### src/rtl/pwm_led_driver.sv
// Prescaled 8-bit LED PWM with shadow duty register and drain-on-disable FSM.
// Define GAMMA_PWM_EN to map captured duty through d*(d+1)>>8.
module pwm_led_driver #(
  parameter int unsigned DIV = 196
) (
  input  logic       clk,
  input  logic       rst_n,
  input  logic       enable,
  input  logic [7:0] duty_in,
  input  logic       duty_valid,
  output logic       light,
  output logic       period_start,
  output logic [7:0] duty_active
);

  typedef enum logic [1:0] {
    OFF   = 2'd0,
    RUN   = 2'd1,
    DRAIN = 2'd2
  } state_t;

  localparam logic [15:0] PMAX = 16'(DIV - 1);
  localparam logic [7:0]  CMAX = 8'd254;

  state_t      state;
  state_t      state_nx;
  logic [15:0] prescaler;
  logic [15:0] prescaler_nx;
  logic [7:0]  pwm_cnt;
  logic [7:0]  pwm_cnt_nx;
  logic [7:0]  duty_pending;
  logic [7:0]  duty_pending_nx;
  logic [7:0]  duty_active_nx;
  logic [7:0]  duty_mapped;
  logic        light_nx;
  logic        ps_nx;
  logic        running;
  logic        tick;
  logic        boundary;

`ifdef GAMMA_PWM_EN
  logic [15:0] gamma_prod;

  assign gamma_prod  = {8'd0, duty_in} * ({8'd0, duty_in} + 16'd1);
  assign duty_mapped = gamma_prod[15:8];
`else
  assign duty_mapped = duty_in;
`endif

  assign running  = (state != OFF);
  assign tick     = running && (prescaler == PMAX);
  assign boundary = tick && (pwm_cnt == CMAX);

  always_comb begin
    state_nx        = state;
    prescaler_nx    = prescaler;
    pwm_cnt_nx      = pwm_cnt;
    duty_active_nx  = duty_active;
    ps_nx           = 1'b0;
    light_nx        = running && (pwm_cnt < duty_active);
    duty_pending_nx = duty_valid ? duty_mapped
                                 : duty_pending;

    if (running) begin
      prescaler_nx = tick ? 16'd0
                          : 16'(prescaler + 16'd1);
      if (tick)
        pwm_cnt_nx = boundary ? 8'd0
                              : 8'(pwm_cnt + 8'd1);
    end

    case (state)
      OFF: begin
        prescaler_nx = 16'd0;
        pwm_cnt_nx   = 8'd0;
        if (enable) begin
          state_nx       = RUN;
          duty_active_nx = duty_pending_nx;
          ps_nx          = 1'b1;
        end
      end
      RUN, DRAIN: begin
        // Enable level at the boundary decides: new period or stop.
        unique case (1'b1)
          boundary && enable: begin
            state_nx       = RUN;
            duty_active_nx = duty_pending;
            ps_nx          = 1'b1;
          end
          boundary && !enable: begin
            state_nx = OFF;
          end
          default: begin
            state_nx = enable ? RUN : DRAIN;
          end
        endcase
      end
      default: begin
        state_nx = OFF;
      end
    endcase
  end

  always_ff @(posedge clk) begin
    if (!rst_n) begin
      state        <= OFF;
      prescaler    <= 16'd0;
      pwm_cnt      <= 8'd0;
      duty_pending <= 8'd0;
      duty_active  <= 8'd0;
      light        <= 1'b0;
      period_start <= 1'b0;
    end else begin
      state        <= state_nx;
      prescaler    <= prescaler_nx;
      pwm_cnt      <= pwm_cnt_nx;
      duty_pending <= duty_pending_nx;
      duty_active  <= duty_active_nx;
      light        <= light_nx;
      period_start <= ps_nx;
    end
  end

endmodule

### config.mk
export PLATFORM = sky130hd
export DESIGN_NAME = pwm_led_driver
export DESIGN_NICKNAME = d
export VERILOG_FILES = /design/src/rtl/pwm_led_driver.sv
export SDC_FILE = /design/constraint.sdc
export NUM_CORES = 1
export LEC_CHECK = 0
export CORE_MARGIN = 1
export CORE_UTILIZATION = 41
export DETAILED_ROUTE_END_ITERATION = 8
export PLACE_DENSITY = 0.68
export SETUP_SLACK_MARGIN = 0.1
export SLEW_MARGIN = 10
export SYNTH_ARGS = -nofsm -noshare
export SYNTH_HDL_FRONTEND = slang
export SYNTH_SLANG_ARGS = --single-unit
### constraint.sdc
create_clock -name clk -period 2.7 [get_ports clk]
set_input_delay 0.27 -clock clk [delete_from_list [all_inputs] [get_ports clk]]
set_output_delay 0.27 -clock clk [all_outputs]
set_load 0.01 [all_outputs]
; ---- Yosys cells after proc, flatten, opt, wreduce, memory -nomap -nowiden
; Index checks and enable logic that the tools add are counted.
[classes]
bitwise = 1
add_sub_neg = 2
mux = 13
n_reduce_logical = 13
n_eq_ne = 6
n_lt_le_gt_ge = 1
[op_table]
columns = cell, n
row1 = $mux W8, 4
row2 = $add A16 B1 Y16 const B, 1
row3 = $eq A16 B8 Y1 const B, 1
row4 = $mux W16, 1
row5 = $pmux W8 S2, 1
row6 = $add A8 B1 Y8 const B, 1
row7 = $eq A8 B8 Y1 const B, 1
row8 = $lt A8 B8 Y1, 1
row9 = $pmux W2 S2, 2
row10 = $logic_and A1 B1 Y1, 5
row11 = $mux W2, 2
row12 = $ne A2 B2 Y1 const B, 2
row13 = $reduce_bool A2 Y1, 2
row14 = $reduce_or A2 Y1, 2
row15 = $reduce_and A3 Y1, 1
row16 = $eq A2 B1 Y1 const B, 1
row17 = $eq A2 B2 Y1 const B, 1
row18 = $logic_not A2 Y1, 1
row19 = $mux W1, 2
row20 = $pmux W1 S2, 1
row21 = $reduce_and A2 Y1, 1
row22 = $logic_not A1 Y1, 1
row23 = $not A1 Y1, 1
[totals]
wordCells = 43
out_inout_bits = 10
in_bits = 12
ff_bits = 44

; ---- Depth between registers and ports, before layout
[depth]
depth_word = 6
mapped_depth = 9
ltp_nobuf = 7

; ---- Worst setup path before layout
; No wires, ideal clock.
[synth_timing]
path_type = register to register
start = reg state[0]
end = reg pwm_cnt[5]
t_arrival_ns = 1.830
stages_incl_launch_ff = 10
path_slack_ns = 0.800
setup_ns = 0.070
required_time_ns = 2.630
period_less_slack_ns = 1.900
path_buffers = 2
path_cell_list = dfxtp_1 inv_1 ha_1 and4b_1 and4_1 buf_6 nand3_4 buf_6 or3_1 a21oi_1
[synth_via]
elab_chain_len = 4
elab_cells_between_ends = 7
cone_classes = mux: 1 / reduce/logical: 6
[synth_rtl]
columns = item, line_no
row1 = from (decl), 25  ; state_t state;
row2 = from (signal assigned), 114  ; state <= state_nx;
row3 = $reduce_bool A2 Y1, 50  ; assign running = (state != OFF);
row4 = $logic_and A1 B1 Y1, 51  ; assign tick = running && (prescaler == PMAX);
row5 = $logic_and A1 B1 Y1, 52  ; assign boundary = tick && (pwm_cnt == CMAX);
row6 = $mux W8, 68  ; pwm_cnt_nx = boundary ? 8'd0
row7 = to (signal assigned), 116  ; pwm_cnt <= pwm_cnt_nx;
row8 = to (decl), 29  ; logic [7:0] pwm_cnt;
; Several ways; a longest one is shown, not always the timed one.
; A chain may end at the register's enable or synchronous reset.

; ---- Worst setup path after layout
[layout_timing]
start = reg state[1]
end = reg pwm_cnt[4]
; The elaborated chain is that of the path after synthesis.

==> out/metrics.cfg <==
[cells_and_area]
fin_area_mm2=0.00262
drive_above_1_share=0.0735
nets=295
n_antenna_cell=0
syn2layout_area_growth_pct=16.3
num-fill-cells=504

[placed_design]
dp_hpwl_um=3070
port_buffers=21
placed_area_mm2=0.00252
globalplace.congestion=0.887

[grt]
grt_pass1_wl_um=7450
track_usage=0.156
grt_max_degree=20
gr-total-overflow=0
grt_pass1_vias=1672
antenna_found_initial=0

[clock_tree]
root_buffer=clkbuf_8
cts_hold_buf=0
clk_pin_slew_worst_paths_ns=0.09
cts.sinks=44
clockBufferDepth=2
numCtsBuffers=5
htree_levels=2
clk_latency_ns=0.30
tritoncts=built
cts_resized=0
post-cts-setup-buffers=0

[die]
rows=26
start_util=0.432
ioPinCount=22
dieArea_mm2=0.00578
die_height_um=76.1
fp.dieW_um=76.1
core_area_mm2=0.00520

[setup_path]
cpPeakStageDelay_ns=0.40
start_kind=flip-flop
reg2reg_slack_ns=0.59
critPathCaptureType=flip-flop
cp_cell_sequence=inv_1 -> ha_1 -> and4b_1 -> and4_1 -> nand3_4 -> or3b_1 -> a21oi_1
cpMaxStageDelayCell=or3b_1
required_ns=2.92
r2r_end=pwm_cnt[4]
critPathArrivalTime_ns=2.34
critical_path_class=reg -> reg
path_max_fanout=11
worstRegToRegCells=7
worstReg2RegStart=state[1]

[sta]
drv_slew=0
clock_skew_ns=0.0102
worst_pin_slew_ns=0.451
rsz0062_at_grt=false
finalSetupViolCount=0
fin_tns_setup_ns=0
fin_crit_ns=2.11
finalHoldViolCount=0
whs_ns=0.465
fmax_mhz=473
relSlewSlack=0.699
timing.final.crit_share=0.783

[synthesis]
synthCells=249
syn_area_per_cell_um2=9.03
ys_seq_area_frac=0.392
synth-seq-cells=44
synth_warnings=0
syn-cell-area_mm2=0.00225
synth.net_count=273
synth_cell_types=42

[job]
maxCapViolCount=0

[detailed_routing]
vias_per_cell=5.10
drtIter0Drc=64
routed_wl_um=4260
vias=1744
ant_nets=0
first_pass_iters=4
route.detailed.drc=0
wl_per_cell_um=12.5

[power]
vdd_drop_max_uv=286
power_density_mw_per_mm2=503
p_leak_nw=1.02

[hold_path]
whs_endpoint=prescaler[0]
min-delay-start=prescaler[0]
hp-class=reg -> reg
hold_depth=1

[outcome]
status=finished clean

==> worst max-delay path by stage <==
stage	end	slack [ns]	cells past startpoint	from
after CTS	pwm_cnt[4]	0.58	7	state[1]
after global placement	pwm_cnt[4]	0.65	7	state[0]
final	pwm_cnt[4]	0.59	7	state[1]
after global routing	pwm_cnt[4]	0.42	7	state[1]
after detailed placement	pwm_cnt[4]	0.61	7	state[1]
after floorplan	pwm_cnt[5]	0.80	9	state[0]
==> layout make-up <==
type                    count  area, um^2  share of cell area
repair buffers             26         248              0.0947
flip-flops and latches     44         881               0.337
multi-input cells         181        1250               0.479
clock buffers               6        82.6              0.0316
well taps                  70        87.6              0.0335
inverters                  13        48.8              0.0187
clock inverters             2        15.0             0.00574
==> routing by layer <==
layer / global-route usage / share of wire / vias to the layer above
li1: - / - / 906
met1: 0.197 / 0.50 / 816
met2: 0.274 / 0.47 / 20
met3: 0.0359 / 0.027 / 2
met4: 0.0231 / 0.0019 / 0
met5: 0 / 0 / -
==> sequential cells by signal, indices dropped and copies added (netlist names) <==
register,cells
duty_pending,8
pwm_cnt,8
light,1
state,2
duty_active,8
period_start,1
prescaler,16
==> Yosys cell counts, drive strengths merged <==
cell type	n	area [um^2]
dfxtp	44	881
nor2	26	97.6
nand2	21	78.8
mux2i	17	170
inv	13	48.8
ha	12	150
a21oi	11	55.1
nor2b	10	62.6
xnor2	10	87.6
o211a	9	90.1
o21ai	9	45.0
nand3	8	52.6
clkbuf	7	27.5
nor4	6	65.1
nor3	5	25.0
or3	5	31.3
buf	4	38.8
nand2b	4	25.0
xor2	4	35.0
a211oi	2	15.0
a21o	2	15.0
and2	2	12.5
and3	2	12.5
and4	2	17.5
nand4	2	12.5
or2	2	12.5
a21boi	1	7.51
a31o	1	8.76
and3b	1	8.76
and4b	1	10.0
nand3b	1	7.51
nand4b	1	8.76
o2111ai	1	8.76
o211ai	1	7.51
o21bai	1	7.51
or3b	1	8.76
==> cells in the final DEF, fill, tap and decap left out, types with 4 or more instances in the layout <==
cell type,Yosys,final
nor3_1,5,5
nand3_1,7,7
buf_4,0,5
xor2_1,4,4
clkbuf_8,0,6
or3_1,5,5
xnor2_1,10,10
o211a_1,9,9
ha_1,12,12
clkdlybuf4s50_1,0,21
inv_1,13,13
nor2_1,26,26
o21ai_0,9,9
nor2b_1,10,10
mux2i_1,17,17
dfxtp_1,44,44
a21oi_1,11,11
nand2b_1,4,4
nand2_1,21,21
==> through the flow <==
stage / setup slack [ns] / util / std cells / power (mW)
4_1_cts: 0.581 / 0.502 / 342 / 1.33
6_report: 0.586 / 0.502 / 342 / 1.32
3_5_place_dp: 0.612 / 0.484 / 334 / 0.896
2_1_floorplan: 0.800 / - / 249 / 0.818
3_3_place_gp: 0.654 / 0.484 / 334 / 0.894
5_1_grt: 0.424 / 0.502 / 342 / 1.38
==> power by group <==
group	switching (mW)	internal, mW
clock network	0.229	0.207
logic	0.0862	0.101
registers	0.0177	0.675
==> worst max-delay path: cells and delay by family (launching register included) <==
family	cells	cell delay, ns
and+or+nand+nor	4	1.22
buffers and inverters	1	0.05
adders and majority gates	1	0.26
DFF	1	0.36
AOI/OAI and AO/OA	1	0.13
==> cells by family (layout without fill, tap and decap cells) <==
group | Yosys count | in the layout | synth area share
AND/OR/NAND/NOR | 100 | 100 | 0.244
flip-flops | 44 | 44 | 0.392
AO/OA/AOI/OAI | 38 | 38 | 0.116
buffers and inverters | 24 | 47 | 0.0512
multiplexers | 17 | 17 | 0.0757
XOR/XNOR | 14 | 14 | 0.0545
adder cells (fa/ha/maj) | 12 | 12 | 0.0668
Power figures use the tool's default switching activity.
